`src/rtl/bakery_pkg.sv`:
```
// rtl/bakery_pkg.sv - shared types and helpers for the bakery mutex model
//  loc        : program-counter locations of one bakery process
//  is_waiting : true for the doorway-to-entry wait locations L4..L8
package bakery_pkg;

  typedef enum logic [3:0] {
    L1, L2a, L2b, L2c, L3, L4, L5, L6, L7, L8, L9, L10a, L10b, L10c, L11
  } loc;

  function automatic logic is_waiting(loc l);
    return (l inside {L4, L5, L6, L7, L8});
  endfunction

endpackage

```
`src/rtl/bakery_starve_ctr.sv`:
```
// rtl/bakery_starve_ctr.sv - saturating starvation counter for one process
//  Built only when BAKERY_STARVE_MON_EN is defined.
//  clock, reset_n : clock and asynchronous active-low reset
//  clr            : process is outside the waiting set, count restarts
//  inc            : process was selected while waiting
//  full           : counter is all-ones
`ifdef BAKERY_STARVE_MON_EN
module bakery_starve_ctr #(
  parameter int W = 4
) (
  input  logic clock,
  input  logic reset_n,
  input  logic clr,
  input  logic inc,
  output logic full
);

  logic [W-1:0] count;

  always_ff @(posedge clock or negedge reset_n) begin
    if (!reset_n) begin
      count <= '0;
    end else if (clr) begin
      count <= '0;
    end else if (inc && !full) begin
      count <= count + W'(1);
    end
  end

  assign full = &count;

endmodule
`endif

```
`src/rtl/bakery_mutex_n.sv`:
```
// rtl/bakery_mutex_n.sv - NPROC-process bakery mutual-exclusion model, one step per cycle
//  Optional feature macro: BAKERY_STARVE_MON_EN (per-process starvation counters).
//  clock     : single clock, all state changes on posedge
//  reset_n   : asynchronous active-low reset
//  select    : process to step this cycle, values >= NPROC are idle cycles
//  pause     : stall at L9 (critical section) and L11 (noncritical section)
//  sel_reg   : latched selection, NPROC after an idle cycle
//  in_cs     : bit i set while process i is at L9
//  waiting   : bit i set while process i is in L4..L8
//  mutex_err : sticky, more than one in_cs bit was ever set
//  starve    : starvation flags, tied 0 without the macro
module bakery_mutex_n
  import bakery_pkg::*;
#(
  parameter int NPROC    = 3,
  parameter int SELW     = $clog2(NPROC + 1),
  parameter int STARVE_W = 4
) (
  input  logic             clock,
  input  logic             reset_n,
  input  logic [SELW-1:0]  select,
  input  logic             pause,
  output logic [SELW-1:0]  sel_reg,
  output logic [NPROC-1:0] in_cs,
  output logic [NPROC-1:0] waiting,
  output logic             mutex_err,
  output logic [NPROC-1:0] starve
);

  localparam logic [SELW-1:0] NPROC_S = SELW'(NPROC);

  loc                         pc   [NPROC];
  loc                         pc_n [NPROC];
  logic [SELW-1:0]            j    [NPROC];
  logic [SELW-1:0]            j_n  [NPROC];
  logic [NPROC-1:0]           ticket, ticket_n;
  logic [NPROC-1:0]           choosing, choosing_n;
  // defer[a][b]: b already held a ticket when a chose, so a is younger than b.
  logic [NPROC-1:0][NPROC-1:0] defer, defer_n;

  logic             step;
  logic [SELW-1:0]  s;
  logic [SELW-1:0]  k;
  logic [SELW-1:0]  k_inc;
  logic [NPROC-1:0] in_cs_n;
  logic [NPROC-1:0] waiting_n;
  logic             multi;

  assign step  = (select < NPROC_S);
  assign s     = select;
  assign k     = step ? j[s] : '0;
  // j saturates at NPROC so the loop exit test never sees a wrapped index.
  assign k_inc = (k == NPROC_S) ? k : k + SELW'(1);

  always_ff @(posedge clock or negedge reset_n) begin
    if (!reset_n) begin
      for (int i = 0; i < NPROC; i++) begin
        pc[i] <= L1;
        j[i]  <= '0;
      end
      ticket    <= '0;
      choosing  <= '0;
      defer     <= '0;
      sel_reg   <= NPROC_S;
      in_cs     <= '0;
      waiting   <= '0;
      mutex_err <= 1'b0;
    end else begin
      for (int i = 0; i < NPROC; i++) begin
        pc[i] <= pc_n[i];
        j[i]  <= j_n[i];
      end
      ticket    <= ticket_n;
      choosing  <= choosing_n;
      defer     <= defer_n;
      sel_reg   <= step ? select : NPROC_S;
      in_cs     <= in_cs_n;
      waiting   <= waiting_n;
      mutex_err <= mutex_err | multi;
    end
  end

  always_comb begin
    for (int i = 0; i < NPROC; i++) begin
      pc_n[i] = pc[i];
      j_n[i]  = j[i];
    end
    ticket_n   = ticket;
    choosing_n = choosing;
    defer_n    = defer;
    if (step) begin
      case (pc[s])
        L1:   begin choosing_n[s] = 1'b1; pc_n[s] = L2a; end
        L2a:  begin j_n[s] = '0; pc_n[s] = L2b; end
        L2b:  pc_n[s] = (k < NPROC_S) ? L2c : L3;
        L2c:  begin defer_n[s][k] = ticket[k]; j_n[s] = k_inc; pc_n[s] = L2b; end
        L3:   begin ticket_n[s] = 1'b1; choosing_n[s] = 1'b0; pc_n[s] = L4; end
        L4:   begin j_n[s] = '0; pc_n[s] = L5; end
        L5:   pc_n[s] = (k < NPROC_S) ? L6 : L9;
        L6:   pc_n[s] = choosing[k] ? L6 : L7;
        // Older ticket wins; with no defer either way the lower index wins.
        L7:   pc_n[s] = (ticket[k] && (defer[s][k] || (!defer[k][s] && (k < s)))) ? L7 : L8;
        L8:   begin j_n[s] = k_inc; pc_n[s] = L5; end
        L9:   pc_n[s] = pause ? L9 : L10a;
        L10a: begin ticket_n[s] = 1'b0; j_n[s] = '0; pc_n[s] = L10b; end
        L10b: pc_n[s] = (k < NPROC_S) ? L10c : L11;
        L10c: begin defer_n[k][s] = 1'b0; j_n[s] = k_inc; pc_n[s] = L10b; end
        L11:  pc_n[s] = pause ? L11 : L1;
        default: pc_n[s] = L1;
      endcase
    end
  end

  always_comb begin
    in_cs_n   = '0;
    waiting_n = '0;
    for (int i = 0; i < NPROC; i++) begin
      in_cs_n[i]   = (pc_n[i] == L9);
      waiting_n[i] = is_waiting(pc_n[i]);
    end
    multi = |(in_cs_n & (in_cs_n - NPROC'(1)));
  end

`ifdef BAKERY_STARVE_MON_EN
  for (genvar gi = 0; gi < NPROC; gi++) begin : g_starve
    logic inc;
    assign inc = step && (s == SELW'(gi)) && is_waiting(pc[gi]);
    bakery_starve_ctr #(.W(STARVE_W)) u_ctr (
      .clock   (clock),
      .reset_n (reset_n),
      .clr     (!waiting_n[gi]),
      .inc     (inc),
      .full    (starve[gi])
    );
  end
`else
  logic unused_starve_w;
  assign unused_starve_w = (STARVE_W != 0);
  assign starve = '0;
`endif

endmodule
```
`config.mk`:
```
export PLATFORM = sky130hd
export DESIGN_NAME = bakery_mutex_n
export DESIGN_NICKNAME = d
export VERILOG_FILES = /design/src/rtl/bakery_pkg.sv /design/src/rtl/bakery_starve_ctr.sv /design/src/rtl/bakery_mutex_n.sv
export SDC_FILE = /design/constraint.sdc
export NUM_CORES = 1
export LEC_CHECK = 0
export CORE_MARGIN = 4
export CORE_UTILIZATION = 35
export CTS_CLUSTER_SIZE = 40
export DETAILED_ROUTE_END_ITERATION = 8
export PLACE_DENSITY = 0.61
export SLEW_MARGIN = 10
export SYNTH_ARGS = -nofsm -noshare
export SYNTH_HDL_FRONTEND = slang
export SYNTH_SLANG_ARGS = --single-unit
```
`constraint.sdc`:
```
create_clock -name clock -period 3.5 [get_ports clock]
set_input_delay 0.525 -clock clock [delete_from_list [all_inputs] [get_ports clock]]
set_output_delay 0.525 -clock clock [all_outputs]
set_load 0.02 [all_outputs]
```
==> metrics.md, run 1 <==
| Metric | Value |
|---|---|
| Status | finished clean |
| First-pass iteration count of the detailed router | 5 |
| Die area | 10200 sq um |
| DP Wirelength | 7030 um |
| Clock slew at reported path FFs | 80 ps |
| # rows | 33 |
| Rel. slew slack | 34.9% |
| Largest net degree at the start of global routing | 43 |
| Final wirelength | 9110 um |
| Endpoints failing setup | 0 |
| Post-CTS Hold Buffers | 0 |
| First DRT Iteration DRCs | 421 |
| # port buffers | 13 |
| Max Clk Rate | 300 MHz |
| Share of cells above drive strength 1 | 30.7% |
| Htree depth | 2 |
| Period utilization | 95.1% |
| Via Count | 3004 |
| WL/cell | 17.8 um |
| Chip height | 101 um |
| Setup Skew | 7.54 ps |
| Sequential share of the synthesized area | 34.9% |
| Residual DRC count | 0 |
| Top Ports | 17 |
| # diodes | 0 |
| Pwr Density | 633 nW/um^2 |
| Pins Over Slew Limit | 0 |
| Post-Synthesis Cells | 337 |
| Nets | 412 |
| Syn_area_per_cell | 8.95 sq um |
| Syn. warnings | 0 |
| Core Box Area | 8300 sq um |
| Area delta synth->final | 26.5% |
| Critical Path Fanout Max | 18 |
| Synth Flop Type | dfrtp_1 |
| CTS tree | done |
| Grt total ovfl | 0 |
| Max-Cap Viols | 0 |
| Post-CTS Setup Bufs | 0 |
| CP Launch Type | input port |
| Min Tclk post-route | 3330 ps |
| Inserted Clock Buffers | 5 |
| First-pass GRT wire length | 15300 um |
| Worst Path Arrival | 3550 ps |
| CTS resizes | 0 |
| Hold Vio Cnt, Final | 0 |
| Root buffer cell | clkbuf_8 |
| Starting Density | 36.3% |
| Worst reg2reg path depth | 12 |
| Post-DRT Antenna Nets | 0 |
| CP Class | in -> reg |
| Skew-Pair Late Insertion Delay | 300 ps |
| Vias per cell | 5.87 |
| Crit. End Element | register |
| Die X | 101 um |
| Worst hold margin | 379 ps |
| Reg-to-reg setup timing slack | 620 ps |
| Initial antenna violation count | 0 |
| Sink Count | 42 |
| Synthesized cell area | 3020 sq um |
| Max Buffers Root-to-Sink | 2 |
| RSZ-0062 raised after global routing | no |
| Async SR Flop Fraction | 100% |
| Fin Setup TNS | 0 ps |
| Critical Path RT | 3720 ps |
| Power after layout | 2.41 mW |
| # fillers | 772 |
| Global-route usage over all layers | 19.1% |
| Peak VDD IR | 0.000177 V |
| Worst Max-Slew Pin Slew | 976 ps |
| FF-to-FF Start | j[1] |
| Reg2reg end | mutex_err |
| Gpl congestion | 0.962 |
| Yosys cell types | 74 |
| Vias in the first global route | 2912 |
| EDFF count, synth | 0 |
| Hold Crit Class | in -> async |
| Lkg Pwr | 1.61 nW |
| Yosys reg bits | 42 |
-- routing by layer --
metal / GRT usage (%) / share of wire, %
met3: 2.70 / 7.1
met5: 0 / 0
met1: 26.8 / 45
met2: 30.0 / 46
met4: 6.74 / 2.2
-- report_power, final --
part	total, mW	internal (mW)	switching, mW	leakage (nW)
registers	0.766	0.629	0.138	0.517
clock network	0.368	0.199	0.169	0.0575
logic	1.28	0.589	0.691	1.04
total	2.41	1.42	0.997	1.61
-- cells by family (layout without fill, tap and decap cells) --
| group | Yosys count | after routing | share of synthesized area, % |
|---|---|---|---|
| xor gates and xnor gates | 1 | 1 | 0.291 |
| adders and majority gates | 1 | 1 | 0.415 |
| AOI/OAI and AO/OA | 124 | 124 | 30.5 |
| other | 1 | 3 | 0.124 |
| and+or+nand+nor | 108 | 108 | 18.6 |
| muxes | 25 | 25 | 9.13 |
| buffers and inverters | 35 | 103 | 6.02 |
| DFF | 42 | 42 | 34.9 |
-- critical path: stages --
cell             delay, ps
clkdlybuf4s50_1        540
buf_4                  150
buf_12                 150
mux2i_1                140
o21ai_2                400
nand2_1                340
nor3_1                 380
a21oi_1                130
a221o_1                320
o21ai_1                130
buf_4                  160
o211ai_1                70
o21ai_0                 90
-- area by class of cell --
class / instances / area [sq um] / area share, %
tap: 105 / 131 / 3.44
timing repair buffer: 84 / 683 / 17.9
sequential: 42 / 1050 / 27.6
multi-input combinational: 262 / 1790 / 47.0
inverter: 11 / 41.3 / 1.08
clock buffer: 8 / 110 / 2.89
-- cells in the mapped netlist (all sizes together) (5+ instances only) --
master / number / area (sq um)
mux2i: 11 / 118
clkbuf: 7 / 26.3
inv: 10 / 37.5
buf: 17 / 114
dfrtp: 40 / 1000
a21oi: 17 / 88.8
o21ai: 42 / 218
nand2: 30 / 115
mux2: 14 / 158
nand4: 5 / 31.3
a31oi: 8 / 56.3
nand3: 5 / 25.0
nor2: 33 / 129
o31ai: 9 / 72.6
nor4: 6 / 52.6
nor3: 7 / 35.0
-- placed cells by master, fill, tap and decap left out, types with 3 or more instances in the layout --
cell type and n:
nand2_1 29, and3_1 3, o21ai_1 6, a311oi_1 3, conb_1 3, o31ai_1 8
clkdlybuf4s50_1 12, a21oi_1 16, inv_1 8, mux2_2 14, nor2_1 31, mux2i_1 9
nand3_1 5, nand4_1 5, buf_4 69, nand2b_1 3, o22ai_1 4, dfrtp_1 40
a31oi_1 6, o221ai_1 3, o21ai_0 34, clkbuf_8 8, a221oi_1 3, nor3_1 7
o211ai_1 4, nor4_1 5
-- how the worst max path moves through the flow --
stage	slack [ps]	to	start	depth (start not counted)
after floorplan	530	mutex_err	select[1]	11
after global placement	-40	mutex_err	select[1]	13
after detailed placement	-70	mutex_err	select[1]	12
after CTS	220	mutex_err	select[1]	12
after global routing	50	mutex_err	select[1]	12
final	170	waiting[2]	select[1]	13
-- through the flow --
stage,cell area (sq um),instances,setup WS (ps),utilization [%]
floorplan,3020,339,527,-
global placement,3700,504,-42.3,44.6
detailed placement,3700,504,-71.4,44.6
CTS,3810,512,224,45.9
global route,3810,512,52.9,46.0
finish,3810,512,172,46.0
No activity file was read; power rests on OpenSTA's default activity.
==> run 2, diff against run 1 <==
--- a/config.mk
+++ b/config.mk
@@ -5,12 +5,13 @@
 export SDC_FILE = /design/constraint.sdc
 export NUM_CORES = 1
 export LEC_CHECK = 0
+export ABC_AREA = 0
 export CORE_MARGIN = 4
 export CORE_UTILIZATION = 35
 export CTS_CLUSTER_SIZE = 40
 export DETAILED_ROUTE_END_ITERATION = 8
+export GPL_ROUTABILITY_DRIVEN = 0
 export PLACE_DENSITY = 0.61
-export SLEW_MARGIN = 10
 export SYNTH_ARGS = -nofsm -noshare
 export SYNTH_HDL_FRONTEND = slang
 export SYNTH_SLANG_ARGS = --single-unit
==> metrics.md, run 2 (synthesis results as in run 1) <==
| Metric | Value |
|---|---|
| Status | finished clean (unchanged) |
| Worst hold margin | 376 ps (was 379 ps) |
| First-pass iteration count of the detailed router | 5 (unchanged) |
| Grt total ovfl | 0 (unchanged) |
| Setup Skew | 6.53 ps (was 7.54 ps) |
| Hold Vio Cnt, Final | 0 (unchanged) |
| Multi-input logic area | 1790 sq um (unchanged) |
| Sink Count | 42 (unchanged) |
| Inserted Clock Buffers | 5 (unchanged) |
| Switching Fraction | 41.1% (was 41.3%) |
| Post-CTS Hold Buffers | 0 (unchanged) |
| RSZ-0062 raised after global routing | no (unchanged) |
| Nets | 407 (was 412) |
| Cell Area, Placed | 3660 sq um (was 3700 sq um) |
| Residual DRC count | 0 (unchanged) |
| Largest net degree at the start of global routing | 43 (unchanged) |
| Crit. End Element | register (unchanged) |
| Fin Setup TNS | 0 ps (unchanged) |
| Design area | 3770 sq um (was 3810 sq um) |
| Core Box Area | 8300 sq um (unchanged) |
| Slowest CP cell | clkdlybuf4s50_1 (unchanged) |
| Global-route usage over all layers | 18.2% (was 19.1%) |
| Rel. slew slack | 36.1% (was 34.9%) |
| # rows | 33 (unchanged) |
| Max Buffers Root-to-Sink | 2 (unchanged) |
| WP buf/inv | 5 (was 4) |
| Pint | 1.43 mW (was 1.42 mW) |
| CTS resizes | 0 (unchanged) |
| # fillers | 772 (unchanged) |
| Initial antenna violation count | 0 (unchanged) |
| Sw Pwr | 0.998 mW (was 0.997 mW) |
| Vias per cell | 5.94 (was 5.87) |
| Critical Path RT | 3730 ps (was 3720 ps) |
| Max Clk Rate | 302 MHz (was 300 MHz) |
| Clock network power share | 15.9% (was 15.2%) |
| Vias in the first global route | 2880 (was 2912) |
| Clock slew at reported path FFs | 80 ps (about the same) |
| Post-Place Cells | 499 (was 504) |
| Starting Density | 36.3% (unchanged) |
| Endpoints failing setup | 0 (unchanged) |
| Top Ports | 17 (unchanged) |
| Final Non-Filler Cells | 507 (was 512) |
| Share of cells above drive strength 1 | 29.4% (was 30.7%) |
| Slowest cell delay on critical path | 530 ps (was 540 ps) |
| Skew-Pair Late Insertion Delay | 300 ps (about the same) |
| Lkg Pwr | 1.58 nW (was 1.61 nW) |
| Most used cell along the critical path | buf_12 (was buf_4) |
| Root buffer cell | clkbuf_8 (unchanged) |
| CTS tree | done (unchanged) |
| Max-Cap Viols | 0 (unchanged) |
| Register area | 1050 sq um (unchanged) |
| First DRT Iteration DRCs | 379 (was 421) |
| Hold Crit Class | in -> async (unchanged) |
| Die X | 101 um (unchanged) |
| Area delta synth->final | 25.1% (was 26.5%) |
| Critical Path Fanout Max | 15 (was 18) |
| Htree depth | 2 (unchanged) |
| Post-DRT Antenna Nets | 0 (unchanged) |
| Top cell family by delay on the critical path | compound AO/OA/AOI/OAI gates (unchanged) |
| WL/cell | 17.8 um (about the same) |
| Seq pwr share | 31.4% (was 31.7%) |
| DP Wirelength | 6840 um (was 7030 um) |
| Worst-path cell chain | clkdlybuf4s50_1, buf_4, buf_12, mux2i_1, o21ai_2, buf_12, nor2_1, nand3_1, o22ai_1, o31a_2, inv_2, o41a_1, a21oi_1 (was clkdlybuf4s50_1, buf_4, buf_12, mux2i_1, o21ai_2, nand2_1, nor3_1, a21oi_1, a221o_1, o21ai_1, buf_4, o211ai_1, o21ai_0) |
| CP Class | in -> reg (unchanged) |
| Pwr Density | 644 nW/um^2 (was 633 nW/um^2) |
| CP Launch Type | input port (unchanged) |
| Min Tclk post-route | 3310 ps (was 3330 ps) |
| # port buffers | 13 (unchanged) |
| Die area | 10200 sq um (unchanged) |
| Final cell utilization of the core | 45.5% (was 46.0%) |
| Final wirelength | 9020 um (was 9110 um) |
| Commonest cells after routing, fill and taps aside | buf_4, dfrtp_1, o21ai_0 (unchanged) |
| Worst Max-Slew Pin Slew | 958 ps (was 976 ps) |
| First-pass GRT wire length | 14700 um (was 15300 um) |
| Chip height | 101 um (unchanged) |
| Pins Over Slew Limit | 0 (unchanged) |
| Most common cell after layout, fill and taps aside | buf_4 (unchanged) |
| Via Count | 3010 (was 3004) |
| Post-CTS Setup Bufs | 0 (unchanged) |
| Power share of the combinational group | 52.7% (was 53.0%) |
| Worst Path Arrival | 3530 ps (was 3550 ps) |
| # diodes | 0 (unchanged) |
| Peak VDD IR | 0.000200 V (was 0.000177 V) |
| Period utilization | 94.5% (was 95.1%) |
-- run 2: changes by cell type in the layout (fill, tap and decap cells not counted), sizes merged --
cell	delta
bufinv	+1
buf	-5
clkbuf	-1
-- run 2: final timing paths --
path | from | end | slack [ps] | cells after the start
worst max register to register | j[1] | mutex_err | 690 | 12
min in group clock | j[4] | j[4] | 500 | 2
worst min-delay path | reset_n | pc[4] | 380 | 1
worst max-delay path | select[1] | mutex_err | 190 | 13
worst min register to register | j[4] | j[4] | 500 | 2
max in group asynchronous | reset_n | in_cs[2] | 2530 | 1
-- run 2: metal layers --
metal / GRT usage, % / wire (um) / up-vias
li1: - / - / 1404
met1: 24.6 / 4010 / 1436
met2: 29.0 / 4170 / 139
met3: 3.25 / 611 / 31
met4: 6.94 / 229 / 0
met5: 0 / 0 / -
-- run 2: final cells by class --
| type | instances | share of cell area, % |
|---|---|---|
| multi-input combinational | 262 | 47.6 |
| tap | 105 | 3.48 |
| clock inverter | 1 | 0.796 |
| inverter | 11 | 1.09 |
| sequential | 42 | 27.9 |
| clock buffer | 7 | 2.02 |
| timing repair buffer | 79 | 17.1 |
-- run 2: worst register-to-register path: cells and delay by family, from the launching register on --
kind | cells | cell delay (ps)
buffers and inverters | 2 | 190
muxes | 1 | 140
and+or+nand+nor | 1 | 390
AOI/OAI and AO/OA | 7 | 1330
adders and majority gates | 1 | 280
DFF | 1 | 410
-- run 2: power by group through the flow --
stage / Combinational, mW / Sequential, mW / Clock [mW]
3_5_place_dp: 1.24 / 0.770 / 0
2_1_floorplan: 0.754 / 0.741 / 0
5_1_grt: 1.38 / 0.780 / 0.416
6_report: 1.28 / 0.764 / 0.386
4_1_cts: 1.25 / 0.760 / 0.396
3_3_place_gp: 1.24 / 0.764 / 0
-- run 2: stage by stage --
stage | setup slack, ps | power, mW
final | 192 | 2.43
after global routing | 60.7 | 2.57
after CTS | 208 | 2.41
after detailed placement | -96.6 | 2.01
after global placement | -66.8 | 2.00
after floorplan | 527 | 1.49
==> run 3, diff against run 2 <==
--- a/config.mk
+++ b/config.mk
@@ -6,6 +6,7 @@
 export NUM_CORES = 1
 export LEC_CHECK = 0
 export ABC_AREA = 0
+export CORE_ASPECT_RATIO = 1.2
 export CORE_MARGIN = 4
 export CORE_UTILIZATION = 35
 export CTS_CLUSTER_SIZE = 40
==> metrics.md, run 3 (synthesis results as in run 1) <==
| Metric | Value |
|---|---|
| Largest net degree at the start of global routing | 43 (unchanged) |
| Top cell family by delay on the critical path | compound AO/OA/AOI/OAI gates (unchanged) |
| Top Ports | 17 (unchanged) |
| Hold Crit Class | in -> async (unchanged) |
| Slowest CP cell | clkdlybuf4s50_1 (unchanged) |
| Max-Cap Viols | 0 (unchanged) |
| # diodes | 0 (unchanged) |
| Status | finished clean (unchanged) |
| Pwr Density | 658 nW/um^2 (was 644 nW/um^2) |
| # fillers | 803 (was 772) |
| Critical Path Fanout Max | 11 (was 15) |
| Register area | 1050 sq um (unchanged) |
| Skew-Pair Late Insertion Delay | 310 ps (was 300 ps) |
| Area delta synth->final | 24.1% (was 25.1%) |
| Peak VDD IR | 0.000254 V (was 0.000200 V) |
| Nets | 400 (was 407) |
| Global-route usage over all layers | 19.1% (was 18.2%) |
| Crit. End Element | register (unchanged) |
| First-pass iteration count of the detailed router | 5 (unchanged) |
| Htree depth | 2 (unchanged) |
| Worst hold margin | 355 ps (was 376 ps) |
| Critical Path RT | 3730 ps (about the same) |
| Final Non-Filler Cells | 509 (was 507) |
| Via Count | 2964 (was 3010) |
| Hold Vio Cnt, Final | 0 (unchanged) |
| Final wirelength | 9230 um (was 9020 um) |
| # rows | 36 (was 33) |
| Starting Density | 36.6% (was 36.3%) |
| WP buf/inv | 4 (was 5) |
| Residual DRC count | 0 (unchanged) |
| Post-Place Cells | 501 (was 499) |
| Pins Over Slew Limit | 0 (unchanged) |
| Post-CTS Hold Buffers | 0 (unchanged) |
| Worst Max-Slew Pin Slew | 940 ps (was 958 ps) |
| Multi-input logic area | 1790 sq um (about the same) |
| First DRT Iteration DRCs | 260 (was 379) |
| Power after layout | 2.46 mW (was 2.43 mW) |
| DP Worst Slack | -27.3 ps (was -96.6 ps) |
| Crit path depth | 12 (was 13) |
| RSZ-0062 raised after global routing | no (unchanged) |
| Endpoints failing setup | 0 (unchanged) |
| Inserted Clock Buffers | 5 (unchanged) |
| CTS tree | done (unchanged) |
| Initial antenna violation count | 0 (unchanged) |
| CP Class | in -> reg (unchanged) |
| Grt total ovfl | 0 (unchanged) |
| Die X | 92.7 um (was 101 um) |
| Chip height | 110 um (was 101 um) |
| Max Buffers Root-to-Sink | 2 (unchanged) |
| Worst Path Arrival | 3440 ps (was 3530 ps) |
| Slowest cell delay on critical path | 510 ps (was 530 ps) |
| DP Wirelength | 7050 um (was 6840 um) |
| Share of cells above drive strength 1 | 28.4% (was 29.4%) |
| Min Tclk post-route | 3220 ps (was 3310 ps) |
| Worst setup margin | 285 ps (was 192 ps) |
| Lkg Pwr | 1.56 nW (was 1.58 nW) |
| Rel. slew slack | 37.3% (was 36.1%) |
| Commonest cells after routing, fill and taps aside | buf_4, dfrtp_1, o21ai_0 (unchanged) |
| Clock slew at reported path FFs | 90 ps (was 80 ps) |
| Most used cell along the critical path | buf_4 (was buf_12) |
| Post-CTS Setup Bufs | 0 (unchanged) |
| Sink Count | 42 (unchanged) |
| Period utilization | 91.9% (was 94.5%) |
| Most common cell after layout, fill and taps aside | buf_4 (unchanged) |
| Worst reg2reg path depth | 11 (was 12) |
| Max Clk Rate | 311 MHz (was 302 MHz) |
| Fin Setup TNS | 0 ps (unchanged) |
| Core Box Area | 8240 sq um (was 8300 sq um) |
| Vias in the first global route | 2925 (was 2880) |
| WL/cell | 18.1 um (was 17.8 um) |
| CP Launch Type | input port (unchanged) |
| Post-DRT Antenna Nets | 0 (unchanged) |
| First-pass GRT wire length | 15200 um (was 14700 um) |
| Vias per cell | 5.82 (was 5.94) |
| Setup Skew | 8.76 ps (was 6.53 ps) |
| Root buffer cell | clkbuf_8 (unchanged) |
| CTS resizes | 0 (unchanged) |
| # port buffers | 13 (unchanged) |
| Die area | 10200 sq um (about the same) |
| Worst-path cell chain | clkdlybuf4s50_1, buf_4, mux2i_1, o21ai_2, buf_4, o21ai_0, a21oi_1, a211oi_2, o31ai_2, inv_1, or3_1, o21ai_1 (was clkdlybuf4s50_1, buf_4, buf_12, mux2i_1, o21ai_2, buf_12, nor2_1, nand3_1, o22ai_1, o31a_2, inv_2, o41a_1, a21oi_1) |
## run 3: cell count changes in the layout (fill, tap and decap cells not counted)
cell | before | now
buf_12 | 2 | 1
buf_4 | 64 | 58
a221oi_2 | 1 | 0
clkinv_4 | 0 | 1
a221oi_1 | 2 | 3
clkbuf_1 | 2 | 0
bufinv_16 | 1 | 2
## run 3: worst register-to-register path: stages, from the launching register on
cell and delay, ps:
dfrtp_1 410, mux2i_1 300, a2bb2oi_4 180, inv_2 50, ha_1 280, or3_1 360
a221oi_1 220, a221oi_1 140, a21oi_1 190, o21ai_1 130, o41a_1 370, a21oi_1 130
## run 3: where the power goes
part | total (mW) | internal (mW) | switching [mW]
clock network | 0.474 | 0.286 | 0.188
logic | 1.22 | 0.544 | 0.677
registers | 0.767 | 0.629 | 0.138
total | 2.46 | 1.46 | 1.00
## run 3: area by class of cell
class / instances / share of cell area [%]
Clock buffer: 5 / 1.84
Clock inverter: 3 / 1.84
Inverter: 11 / 1.10
Multi-Input combinational cell: 262 / 47.8
Sequential cell: 42 / 28.1
Tap cell: 114 / 3.81
Timing Repair Buffer: 72 / 15.5
## run 3: per-stage QoR
stage                     util (%)  instance area, sq um
after floorplan                  -                  3020
after global placement        43.7                  3610
after detailed placement      43.7                  3610
after CTS                     45.4                  3740
after global routing          45.4                  3740
final                         45.4                  3740
## run 3: final timing paths
kind                                    to  slack (ps)      start
worst max-delay path            waiting[1]         280  select[1]
worst min-delay path                  j[4]         360    reset_n
max in group asynchronous            pc[4]        2550    reset_n
min in group clock                register         520   register
worst min register to register    register         520   register
worst max register to register   mutex_err         670       j[1]
## run 3: routing by layer
layer,vias to the layer above,part of all wire (%),global-route usage [%]
li1,1384,-,-
met1,1437,42,24.1
met2,113,49,33.1
met3,30,4.9,2.26
met4,0,4.3,8.27
met5,-,0,0
